==> src/rtl/spi_slave_xcvr_if.sv <==
// Pin and core-side handshake bundle for spi_slave_xcvr.
// The slave modport is the transceiver's view; master is the pin driver and core view.
interface spi_slave_xcvr_if #(
    parameter int unsigned DATA_WIDTH = 8
);
    logic                  SCK;
    logic                  SS;
    logic                  MOSI;
    logic                  CPOL;
    logic                  CPHA;
    logic                  MISO;
    logic [DATA_WIDTH-1:0] tx_data;
    logic                  tx_valid;
    logic                  tx_ready;
    logic [DATA_WIDTH-1:0] rx_data;
    logic                  rx_valid;
    logic                  rx_ready;
    logic                  overrun;
    logic                  abort;
    logic                  busy;

    modport slave (
        input  SCK, SS, MOSI, CPOL, CPHA, tx_data, tx_valid, rx_ready,
        output MISO, tx_ready, rx_data, rx_valid, overrun, abort, busy
    );

    modport master (
        output SCK, SS, MOSI, CPOL, CPHA, tx_data, tx_valid, rx_ready,
        input  MISO, tx_ready, rx_data, rx_valid, overrun, abort, busy
    );
endinterface

==> src/rtl/spi_slave_xcvr.sv <==
// Full-duplex SPI slave, oversampled in the clk domain, all four CPOL/CPHA modes.
// Define SPI_RX_FIFO_EN to replace the receive holding register with a FWFT FIFO.
module spi_slave_xcvr #(
    parameter int unsigned DATA_WIDTH = 8,
    parameter bit          MSB_FIRST  = 1'b1,
    parameter int unsigned FIFO_DEPTH = 4
) (
    input logic             clk,
    input logic             reset,
    spi_slave_xcvr_if.slave bus
);
    localparam int unsigned CntW = $clog2(DATA_WIDTH);
    localparam logic [CntW-1:0] LastBit = CntW'(DATA_WIDTH - 1);

    if (DATA_WIDTH < 2) begin : g_bad_width
        $error("DATA_WIDTH must be at least 2");
    end
    if (FIFO_DEPTH < 2 || (FIFO_DEPTH & (FIFO_DEPTH - 1)) != 0) begin : g_bad_depth
        $error("FIFO_DEPTH must be a power of 2, at least 2");
    end

    typedef enum logic [0:0] {StIdle, StShift} state_e;

    state_e                state_q, state_d;
    logic [1:0]            sck_sync_q, ss_sync_q, mosi_sync_q;
    logic                  sck_prev_q, ss_prev_q;
    logic [CntW-1:0]       bit_cnt_q;
    logic [DATA_WIDTH-1:0] tx_sr_q, rx_sr_q, tx_buf_q;
    logic                  tx_full_q, miso_q, abort_q, push_q, overrun_q;

    logic sck_s, mosi_s, sck_edge, leading, trailing, sample_edge, shift_edge;
    logic ss_fall, ss_rise;
    logic load, sample, shift, go_idle, word_done, tx_write;
    logic [DATA_WIDTH-1:0] tx_word, rx_next;

    function automatic logic head(input logic [DATA_WIDTH-1:0] w);
        return MSB_FIRST ? w[DATA_WIDTH-1] : w[0];
    endfunction

    function automatic logic [DATA_WIDTH-1:0] advance(input logic [DATA_WIDTH-1:0] w);
        return MSB_FIRST ? {w[DATA_WIDTH-2:0], 1'b0} : {1'b0, w[DATA_WIDTH-1:1]};
    endfunction

    // SS synchronisers reset low so a frame already in progress at reset release is ignored.
    always_ff @(posedge clk or posedge reset) begin
        if (reset) begin
            sck_sync_q  <= '0;
            ss_sync_q   <= '0;
            mosi_sync_q <= '0;
            sck_prev_q  <= 1'b0;
            ss_prev_q   <= 1'b0;
        end else begin
            sck_sync_q  <= {sck_sync_q[0], bus.SCK};
            ss_sync_q   <= {ss_sync_q[0], bus.SS};
            mosi_sync_q <= {mosi_sync_q[0], bus.MOSI};
            sck_prev_q  <= sck_sync_q[1];
            ss_prev_q   <= ss_sync_q[1];
        end
    end

    always_comb begin
        sck_s       = sck_sync_q[1];
        mosi_s      = mosi_sync_q[1];
        sck_edge    = sck_s ^ sck_prev_q;
        leading     = sck_edge && (sck_s != bus.CPOL);
        trailing    = sck_edge && (sck_s == bus.CPOL);
        sample_edge = bus.CPHA ? trailing : leading;
        shift_edge  = bus.CPHA ? leading : trailing;
        ss_fall     = ss_prev_q && !ss_sync_q[1];
        ss_rise     = !ss_prev_q && ss_sync_q[1];
        tx_word     = tx_full_q ? tx_buf_q : '0;
        tx_write    = bus.tx_valid && !tx_full_q;
        rx_next     = MSB_FIRST ? {rx_sr_q[DATA_WIDTH-2:0], mosi_s}
                                : {mosi_s, rx_sr_q[DATA_WIDTH-1:1]};
    end

    always_ff @(posedge clk or posedge reset) begin
        if (reset) begin
            state_q <= StIdle;
        end else begin
            state_q <= state_d;
        end
    end

    always_comb begin
        state_d   = state_q;
        load      = 1'b0;
        sample    = 1'b0;
        shift     = 1'b0;
        go_idle   = 1'b0;
        word_done = 1'b0;
        unique case (state_q)
            StIdle: begin
                if (ss_fall) begin
                    state_d = StShift;
                    load    = 1'b1;
                end
            end
            StShift: begin
                if (ss_rise) begin
                    state_d = StIdle;
                    go_idle = 1'b1;
                end else begin
                    if (sample_edge) begin
                        sample = 1'b1;
                        if (bit_cnt_q == LastBit) begin
                            word_done = 1'b1;
                            load      = 1'b1;
                        end
                    end
                    // CPHA=0 already presented the first bit at reload; skip the boundary edge.
                    if (shift_edge && (bus.CPHA || bit_cnt_q != '0)) begin
                        shift = 1'b1;
                    end
                end
            end
            default: state_d = StIdle;
        endcase
    end

    // A write coinciding with a reload lands in the buffer; the reload saw it empty.
    always_ff @(posedge clk or posedge reset) begin
        if (reset) begin
            tx_buf_q  <= '0;
            tx_full_q <= 1'b0;
        end else if (tx_write) begin
            tx_buf_q  <= bus.tx_data;
            tx_full_q <= 1'b1;
        end else if (load) begin
            tx_full_q <= 1'b0;
        end
    end

    always_ff @(posedge clk or posedge reset) begin
        if (reset) begin
            bit_cnt_q <= '0;
            tx_sr_q   <= '0;
            rx_sr_q   <= '0;
            miso_q    <= 1'b0;
            abort_q   <= 1'b0;
            push_q    <= 1'b0;
        end else begin
            abort_q <= go_idle && (bit_cnt_q != '0);
            push_q  <= word_done;
            if (go_idle) begin
                miso_q    <= 1'b0;
                bit_cnt_q <= '0;
            end else begin
                if (load) begin
                    bit_cnt_q <= '0;
                end else if (sample) begin
                    bit_cnt_q <= bit_cnt_q + CntW'(1);
                end
                if (sample) begin
                    rx_sr_q <= rx_next;
                end
                if (load) begin
                    if (bus.CPHA) begin
                        tx_sr_q <= tx_word;
                    end else begin
                        tx_sr_q <= advance(tx_word);
                        miso_q  <= head(tx_word);
                    end
                end else if (shift) begin
                    tx_sr_q <= advance(tx_sr_q);
                    miso_q  <= head(tx_sr_q);
                end
            end
        end
    end

`ifdef SPI_RX_FIFO_EN
    localparam int unsigned PtrW = $clog2(FIFO_DEPTH);

    logic [DATA_WIDTH-1:0] mem_q [FIFO_DEPTH];
    logic [PtrW-1:0]       wr_ptr_q, rd_ptr_q;
    logic [PtrW:0]         count_q;
    logic                  fifo_full, fifo_empty, rx_pop, rx_push;

    always_comb begin
        fifo_full  = (count_q == (PtrW + 1)'(FIFO_DEPTH));
        fifo_empty = (count_q == '0);
        rx_pop     = !fifo_empty && bus.rx_ready;
        rx_push    = push_q && (!fifo_full || rx_pop);
    end

    always_ff @(posedge clk or posedge reset) begin
        if (reset) begin
            for (int i = 0; i < int'(FIFO_DEPTH); i++) begin
                mem_q[i] <= '0;
            end
            wr_ptr_q  <= '0;
            rd_ptr_q  <= '0;
            count_q   <= '0;
            overrun_q <= 1'b0;
        end else begin
            if (rx_push) begin
                mem_q[wr_ptr_q] <= rx_sr_q;
                wr_ptr_q        <= wr_ptr_q + PtrW'(1);
            end
            if (push_q && !rx_push) begin
                overrun_q <= 1'b1;
            end
            if (rx_pop) begin
                rd_ptr_q <= rd_ptr_q + PtrW'(1);
            end
            if (rx_push && !rx_pop) begin
                count_q <= count_q + (PtrW + 1)'(1);
            end else if (rx_pop && !rx_push) begin
                count_q <= count_q - (PtrW + 1)'(1);
            end
        end
    end

    assign bus.rx_data  = mem_q[rd_ptr_q];
    assign bus.rx_valid = !fifo_empty;
`else
    logic [DATA_WIDTH-1:0] rx_data_q;
    logic                  rx_valid_q, rx_pop;

    assign rx_pop = rx_valid_q && bus.rx_ready;

    always_ff @(posedge clk or posedge reset) begin
        if (reset) begin
            rx_data_q  <= '0;
            rx_valid_q <= 1'b0;
            overrun_q  <= 1'b0;
        end else if (push_q) begin
            if (!rx_valid_q || rx_pop) begin
                rx_data_q  <= rx_sr_q;
                rx_valid_q <= 1'b1;
            end else begin
                overrun_q <= 1'b1;
            end
        end else if (rx_pop) begin
            rx_valid_q <= 1'b0;
        end
    end

    assign bus.rx_data  = rx_data_q;
    assign bus.rx_valid = rx_valid_q;
`endif

    assign bus.MISO     = miso_q;
    assign bus.tx_ready = !tx_full_q;
    assign bus.overrun  = overrun_q;
    assign bus.abort    = abort_q;
    assign bus.busy     = (state_q == StShift);

endmodule
==> src/flat_wrapper.sv <==
// flat-port wrapper written by rule: the top's interface ports become plain ports
module spi_slave_xcvr_flat 
#(
    parameter int unsigned DATA_WIDTH = 8,
    parameter bit          MSB_FIRST  = 1'b1,
    parameter int unsigned FIFO_DEPTH = 4
)
  (clk, reset, bus_SCK, bus_SS, bus_MOSI, bus_CPOL, bus_CPHA, bus_tx_data, bus_tx_valid, bus_rx_ready, bus_MISO, bus_tx_ready, bus_rx_data, bus_rx_valid, bus_overrun, bus_abort, bus_busy);
  spi_slave_xcvr_if #(.DATA_WIDTH(DATA_WIDTH)) bus_i ();
  input logic clk;
  input logic reset;
  input wire logic [$bits(bus_i.SCK)-1:0] bus_SCK;
  input wire logic [$bits(bus_i.SS)-1:0] bus_SS;
  input wire logic [$bits(bus_i.MOSI)-1:0] bus_MOSI;
  input wire logic [$bits(bus_i.CPOL)-1:0] bus_CPOL;
  input wire logic [$bits(bus_i.CPHA)-1:0] bus_CPHA;
  input wire logic [$bits(bus_i.tx_data)-1:0] bus_tx_data;
  input wire logic [$bits(bus_i.tx_valid)-1:0] bus_tx_valid;
  input wire logic [$bits(bus_i.rx_ready)-1:0] bus_rx_ready;
  output wire logic [$bits(bus_i.MISO)-1:0] bus_MISO;
  output wire logic [$bits(bus_i.tx_ready)-1:0] bus_tx_ready;
  output wire logic [$bits(bus_i.rx_data)-1:0] bus_rx_data;
  output wire logic [$bits(bus_i.rx_valid)-1:0] bus_rx_valid;
  output wire logic [$bits(bus_i.overrun)-1:0] bus_overrun;
  output wire logic [$bits(bus_i.abort)-1:0] bus_abort;
  output wire logic [$bits(bus_i.busy)-1:0] bus_busy;
  assign bus_i.SCK = bus_SCK;
  assign bus_i.SS = bus_SS;
  assign bus_i.MOSI = bus_MOSI;
  assign bus_i.CPOL = bus_CPOL;
  assign bus_i.CPHA = bus_CPHA;
  assign bus_i.tx_data = bus_tx_data;
  assign bus_i.tx_valid = bus_tx_valid;
  assign bus_i.rx_ready = bus_rx_ready;
  assign bus_MISO = bus_i.MISO;
  assign bus_tx_ready = bus_i.tx_ready;
  assign bus_rx_data = bus_i.rx_data;
  assign bus_rx_valid = bus_i.rx_valid;
  assign bus_overrun = bus_i.overrun;
  assign bus_abort = bus_i.abort;
  assign bus_busy = bus_i.busy;
  spi_slave_xcvr #(.DATA_WIDTH(DATA_WIDTH), .MSB_FIRST(MSB_FIRST), .FIFO_DEPTH(FIFO_DEPTH)) u_core (.clk(clk), .reset(reset), .bus(bus_i));
endmodule
==> config.mk <==
export PLATFORM = sky130hd
export DESIGN_NAME = spi_slave_xcvr_flat
export DESIGN_NICKNAME = d
export VERILOG_FILES = /design/src/rtl/spi_slave_xcvr_if.sv /design/src/rtl/spi_slave_xcvr.sv /design/src/flat_wrapper.sv
export SDC_FILE = /design/constraint.sdc
export NUM_CORES = 1
export LEC_CHECK = 0
export CAP_MARGIN = 20
export CELL_PAD_IN_SITES_DETAIL_PLACEMENT = 0
export CELL_PAD_IN_SITES_GLOBAL_PLACEMENT = 1
export CORE_MARGIN = 1
export CORE_UTILIZATION = 41
export CTS_BUF_LIST = sky130_fd_sc_hd__clkbuf_2 sky130_fd_sc_hd__clkbuf_4 sky130_fd_sc_hd__clkbuf_8
export DETAILED_ROUTE_END_ITERATION = 8
export HOLD_SLACK_MARGIN = 0.15
export PLACE_DENSITY_LB_ADDON = 0.1
export SYNTH_ARGS = -nofsm -noshare
export SYNTH_HDL_FRONTEND = slang
export SYNTH_SLANG_ARGS = --single-unit
==> constraint.sdc <==
create_clock -name clk -period 2.05 [get_ports clk]
set_input_delay 0.205 -clock clk [delete_from_list [all_inputs] [get_ports clk]]
set_output_delay 0.205 -clock clk [all_outputs]
set_load 0.03 [all_outputs]
# Word level (Yosys, flattened, before mapping)
# Index checks and enable logic that the tools add are counted.
# W data, S select, Z words.
[op_classes]
add_sub_neg = 1
n_eq_ne = 5
muxes = 34
n_bitwise = 4
reduce_logical = 26
[ops]
columns = ["operator", "count"]
rows = [
  ["$mux W8", 4],
  ["$mux W1", 25],
  ["$reduce_and A2 Y1", 6],
  ["$mux W3", 3],
  ["$reduce_bool A3 Y1", 3],
  ["$logic_and A1 B1 Y1", 8],
  ["$reduce_bool A2 Y1", 3],
  ["$logic_not A1 Y1", 4],
  ["$pmux W1 S2", 2],
  ["$add A3 B1 Y3 const B", 1],
  ["$eq A3 B3 Y1 const B", 1],
  ["$ne A3 B3 Y1 const B", 1],
  ["$not A1 Y1", 3],
  ["$logic_or A1 B1 Y1", 2],
  ["$ne A2 B2 Y1 const B", 1],
  ["$eq A1 B1 Y1", 1],
  ["$ne A1 B1 Y1", 1],
  ["$xor A1 B1 Y1", 1],
]
[word_totals]
ff_bits = 50
inputBits = 17
out_inout_bits = 14
wordCells = 87

# Logic depth before layout (Yosys ltp)
[depth]
word_depth = 10
mapped_depth = 8
depth_no_buf = 7

# Worst setup path before layout
# No wires, ideal clock.
[synth_path]
path_kind = "reg-to-reg"
start = "register u_core.bit_cnt_q[0]"
end = "register u_core.tx_sr_q[1]"
setup_time_ps = 130
t_arrival_ps = 1841
required_time_ps = 1920
slack_ps = 79
stages_incl_launch_ff = 9
n_path_buf = 1
period_less_slack_ps = 1971
path_cell_list = "dfrtp_1 -> ha_1 -> ha_1 -> and4b_1 -> mux2_2 -> and2_4 -> buf_2 -> o21ai_0 -> a31oi_2"
[synth_via]
elab_chain_cells = 8
elab_cells_between_ends = 14
cone_classes = "eq/ne: 1; mux: 8; reduce/logical: 5"
[synth_lines]
columns = ["element", "line", "text"]
rows = [
  ["start: declaration", "spi_slave_xcvr.sv:27", "logic [CntW-1:0] bit_cnt_q;"],
  ["start signal: assignment", "spi_slave_xcvr.sv:152", "bit_cnt_q <= bit_cnt_q + CntW'(1);"],
  ["branches (longest 8 deep; another with $eq A3 B3 Y1)", "--", ""],
  ["end signal: assignment", "spi_slave_xcvr.sv:159", "tx_sr_q <= tx_word;"],
  ["end signal: assignment", "spi_slave_xcvr.sv:161", "tx_sr_q <= advance(tx_word);"],
  ["end signal: assignment", "spi_slave_xcvr.sv:165", "tx_sr_q <= advance(tx_sr_q);"],
  ["end: declaration", "spi_slave_xcvr.sv:28", "logic [DATA_WIDTH-1:0] tx_sr_q, rx_sr_q, tx_buf_q;"],
]
# Parallel ways; which one is timed is not known.
# A chain may end at the register's enable or synchronous reset.

# Final worst setup path
[layout_path]
start = "register u_core.bit_cnt_q[1]"
end = "register u_core.tx_sr_q[1]"
# The elaborated chain is that of the path after synthesis.

==> metrics.md <==
| Metric | Value |
|---|---|
| Reg power frac | `0.507` |
| Pwr per Cell Area | `936.5 nW/um2` |
| Synth-to-layout area growth | `26.66%` |
| Worst EP arrival | `2.21 ns` |
| Clock Path Buffers | `2` |
| Max FO, Critical Path | `6` |
| Post-DP HPWL | `3.326 mm` |
| Final setup violation count | `0` |
| Cells after Synth | `192` |
| Worst setup EP type | `register` |
| CP peak stage delay | `0.40 ns` |
| Clk pwr share | `0.202` |
| CTS root buffer | `clkbuf_8` |
| DR WL/cell | `14.35 um` |
| Cell Area, Synth | `2361 um2` |
| Vias | `1608` |
| Syn Nets | `212` |
| Pin count of the biggest net entering global routing | `31` |
| First-pass GRT wire length | `8.004 mm` |
| Register Area | `1251 um2` |
| Clk_lat worst skew | `0.30 ns` |
| Die Area | `6066 um2` |
| IO Port Bufs | `30` |
| Layout Skew | `0.005456 ns` |
| Num CTS Buffers | `5` |
| Worst hold path class | `input pin to asynchronous set/reset pin` |
| Drt first pass iters | `4` |
| Starting Density | `0.4262` |
| Leakage | `1.311 nW` |
| Clock slew at reported path FFs | `0.09 ns` |
| Detail Route Antenna Nets | `0` |
| Multi-input gate area | `1069 um2` |
| Final wirelength | `4.519 mm` |
| VDD IR max | `478.1 uV` |
| EDFF count, synth | `0` |
| Synth unique cells | `43` |
| Initial antenna violation count | `0` |
| Post-layout min period | `1.987 ns` |
| Num rows | `27` |
| Max_cap viols | `0` |
| Register-to-Register Path Depth | `7` |
| P_sw | `0.0008862 W` |
| Peak Freq | `0.5033 GHz` |
| Sw frac | `0.3165` |
| Core Area | `5540 um2` |
| Drt initial violations | `43` |
| CTS H-tree lvls | `2` |
| Yosys warns | `0` |
| Grt ovf | `0` |
| Nets | `262` |
| Critical path launch point | `u_core.bit_cnt_q[1]` |
| Die Ht | `77.89 um` |
| Sequential share of the synthesized area | `0.5299` |
| FFs w/ async S/R, synth | `1.000` |
| Gr usage total | `0.1698` |
| Endpoints failing hold | `0` |
| Crit Path Category | `register to register` |
| Max stage delay cell, worst path | `dfrtp_1` |
| Synthesized flop and latch total | `50` |
| Ratio of cells with drive above 1 in the final layout | `0.2634` |
| Routability Congestion | `0.7579` |
| Pint | `0.001914 W` |
| Worst slew margin | `0.5673` |
| Post-CTS Hold Buffers | `0` |
| Mean Syn Cell Area | `12.30 um2` |
| Worst r2r src | `u_core.bit_cnt_q[1]` |
| Tcrit/Tclk final | `0.9693` |
| CP required | `2.28 ns` |
| Clock sinks | `50` |
| Max-slew violations | `0` |
| Primary FF master, synth | `dfrtp_1` |
| Setup repair after global routing missed its margin | `false` |
| Worst Tran Pin Value | `0.6484 ns` |
| Vias in the first global route | `1662` |
| Drt drc | `0` |
| Status | `finished clean` |
| Worst slack, placed | `-0.4153 ns` |
| Fill cells | `503` |
| Reg2reg setup slack | `0.06 ns` |
| CTS tree | `done` |
| Crit-path cells | `ha_2 > ha_4 > and4b_1 > mux2_4 > and2_4 > or3_4 > a31oi_2` |
| Critical path launch point type | `register` |
| Antenna Cells | `0` |
| I/O pins | `31` |
| Placed cell count | `303` |
| Combinational share of power | `0.291` |
| Final Hold Slack | `0.2429 ns` |
| Die Wd | `77.89 um` |
| Worst r2r dst | `u_core.tx_sr_q[1]` |
| DR vias/cell | `5.105` |
| Critical path endpoint | `u_core.tx_sr_q[1]` |
| PnR worst setup slack | `0.06300 ns` |
| Non-Filler Instances | `315` |
==> worst max-delay path: cells and delay by family, from the launching register on <==
family	cells	cell delay, ns
adders and majority gates	2	0.36
DFF	1	0.40
muxes	1	0.29
AOI/OAI and AO/OA	1	0.12
and+or+nand+nor	3	0.73
==> synth_stat cells (2+ instances only) <==
cell      number  area [um2]
nand2b_1       2       12.51
o21ai_1        4       20.02
and2_4         2       17.52
mux2_2        17       191.4
inv_1          7       26.28
a21oi_1        7       35.03
nand2_1        8       30.03
and4b_1        2       20.02
a21o_1         2       15.01
nand3b_1       7       52.55
nor2b_1        4       25.02
nor2_1        14       52.55
mux2i_1       10       100.1
dfrtp_1       50        1251
o21ai_0        9       45.04
buf_2          2       10.01
clkbuf_1       2       7.510
ha_1           3       37.54
mux2_1         8       90.09
a31oi_2        7       87.58
nand3_1        3       15.01
==> cell usage in the layout (no fill, tap or decap), types with 6 or more instances in the layout <==
cell             synthesis  layout
a31oi_2                  7       7
nand3b_1                 7       7
nand2_1                  8       8
a21oi_1                  7       7
mux2i_1                 10      10
o21ai_0                  9       6
inv_1                    7       6
o21ai_1                  4       7
nor2_1                  14      14
clkdlybuf4s50_1          0      30
mux2_1                   8       8
buf_4                    0      16
mux2_2                  17      16
dfrtp_1                 50      50
==> flip-flops by register name, indices dropped and copies added (netlist names) <==
signal / count
u_core.bit_cnt_q: 3
u_core.bus.MISO: 1
u_core.bus.abort: 1
u_core.bus.busy: 1
u_core.bus.overrun: 1
u_core.bus.rx_data: 8
u_core.bus.rx_valid: 1
u_core.mosi_sync_q: 2
u_core.push_q: 1
u_core.rx_sr_q: 8
u_core.sck_prev_q: 1
u_core.sck_sync_q: 2
u_core.ss_prev_q: 1
u_core.ss_sync_q: 2
u_core.tx_buf_q: 8
u_core.tx_full_q: 1
u_core.tx_sr_q: 8
==> cell type report <==
cell class                      count  share of cell area
Timing Repair Buffer               48              0.1540
Multi-Input combinational cell    129              0.3573
Clock inverter                      3            0.007113
Inverter                            8             0.01004
Tap cell                           72             0.03013
Clock buffer                        5             0.02301
Sequential cell                    50              0.4184
==> through the flow <==
| stage | area, um2 | total power [W] | utilization | TNS (ns) |
|---|---|---|---|---|
| 5_1_grt | 2990 | 0.002994 | 0.5397 | 0 |
| 2_1_floorplan | 2361 | 0.001971 | - | 0 |
| 6_report | 2990 | 0.002800 | 0.5397 | 0 |
| 4_1_cts | 2963 | 0.002825 | 0.5348 | 0 |
| 3_5_place_dp | 2840 | 0.002244 | 0.5126 | -5.419 |
| 3_3_place_gp | 2840 | 0.002197 | 0.5126 | -3.497 |
==> cell families (layout without fill, tap and decap cells) <==
family / after synthesis / count (layout) / synth area share
flops: 50 / 50 / 0.5299
buf+inv: 14 / 64 / 0.03339
fa+ha+maj: 3 / 3 / 0.01590
compound gates: 37 / 37 / 0.1198
simple gates: 51 / 52 / 0.1267
mux: 36 / 36 / 0.1675
xor+xnor: 1 / 1 / 0.006891
==> worst min-delay path by stage <==
stage	depth (start not counted)	end
floorplan	0	u_core.mosi_sync_q[0]
global placement	0	u_core.mosi_sync_q[1]
detailed placement	0	u_core.mosi_sync_q[1]
CTS	2	u_core.tx_buf_q[7]
global route	2	u_core.tx_buf_q[7]
finish	2	u_core.tx_buf_q[7]
==> layer usage <==
metal  vias to the layer above  global-route usage  share of wire
li1                        787                   -              -
met1                       791              0.2198           0.46
met2                        24              0.2823           0.50
met3                         6             0.03529          0.026
met4                         0             0.05660          0.013
met5                         -                   0              0
==> power by group through the flow <==
stage               registers [W]  logic, W  clock network, W
finish                    0.00142  0.000816          0.000566
global route              0.00146  0.000900          0.000631
CTS                       0.00142  0.000812          0.000590
detailed placement        0.00144  0.000802                 0
global placement          0.00143  0.000769                 0
floorplan                 0.00141  0.000563                 0
==> repair_timing <==
action | CTS | global route
gates cloned | 1 | 0
setup buffers | 1 | 2
pin swaps | 0 | 6
resized for setup | 4 | 5
setup endpoints to repair | 14 | 10
Note: power is estimated with default switching activity, not from simulation.
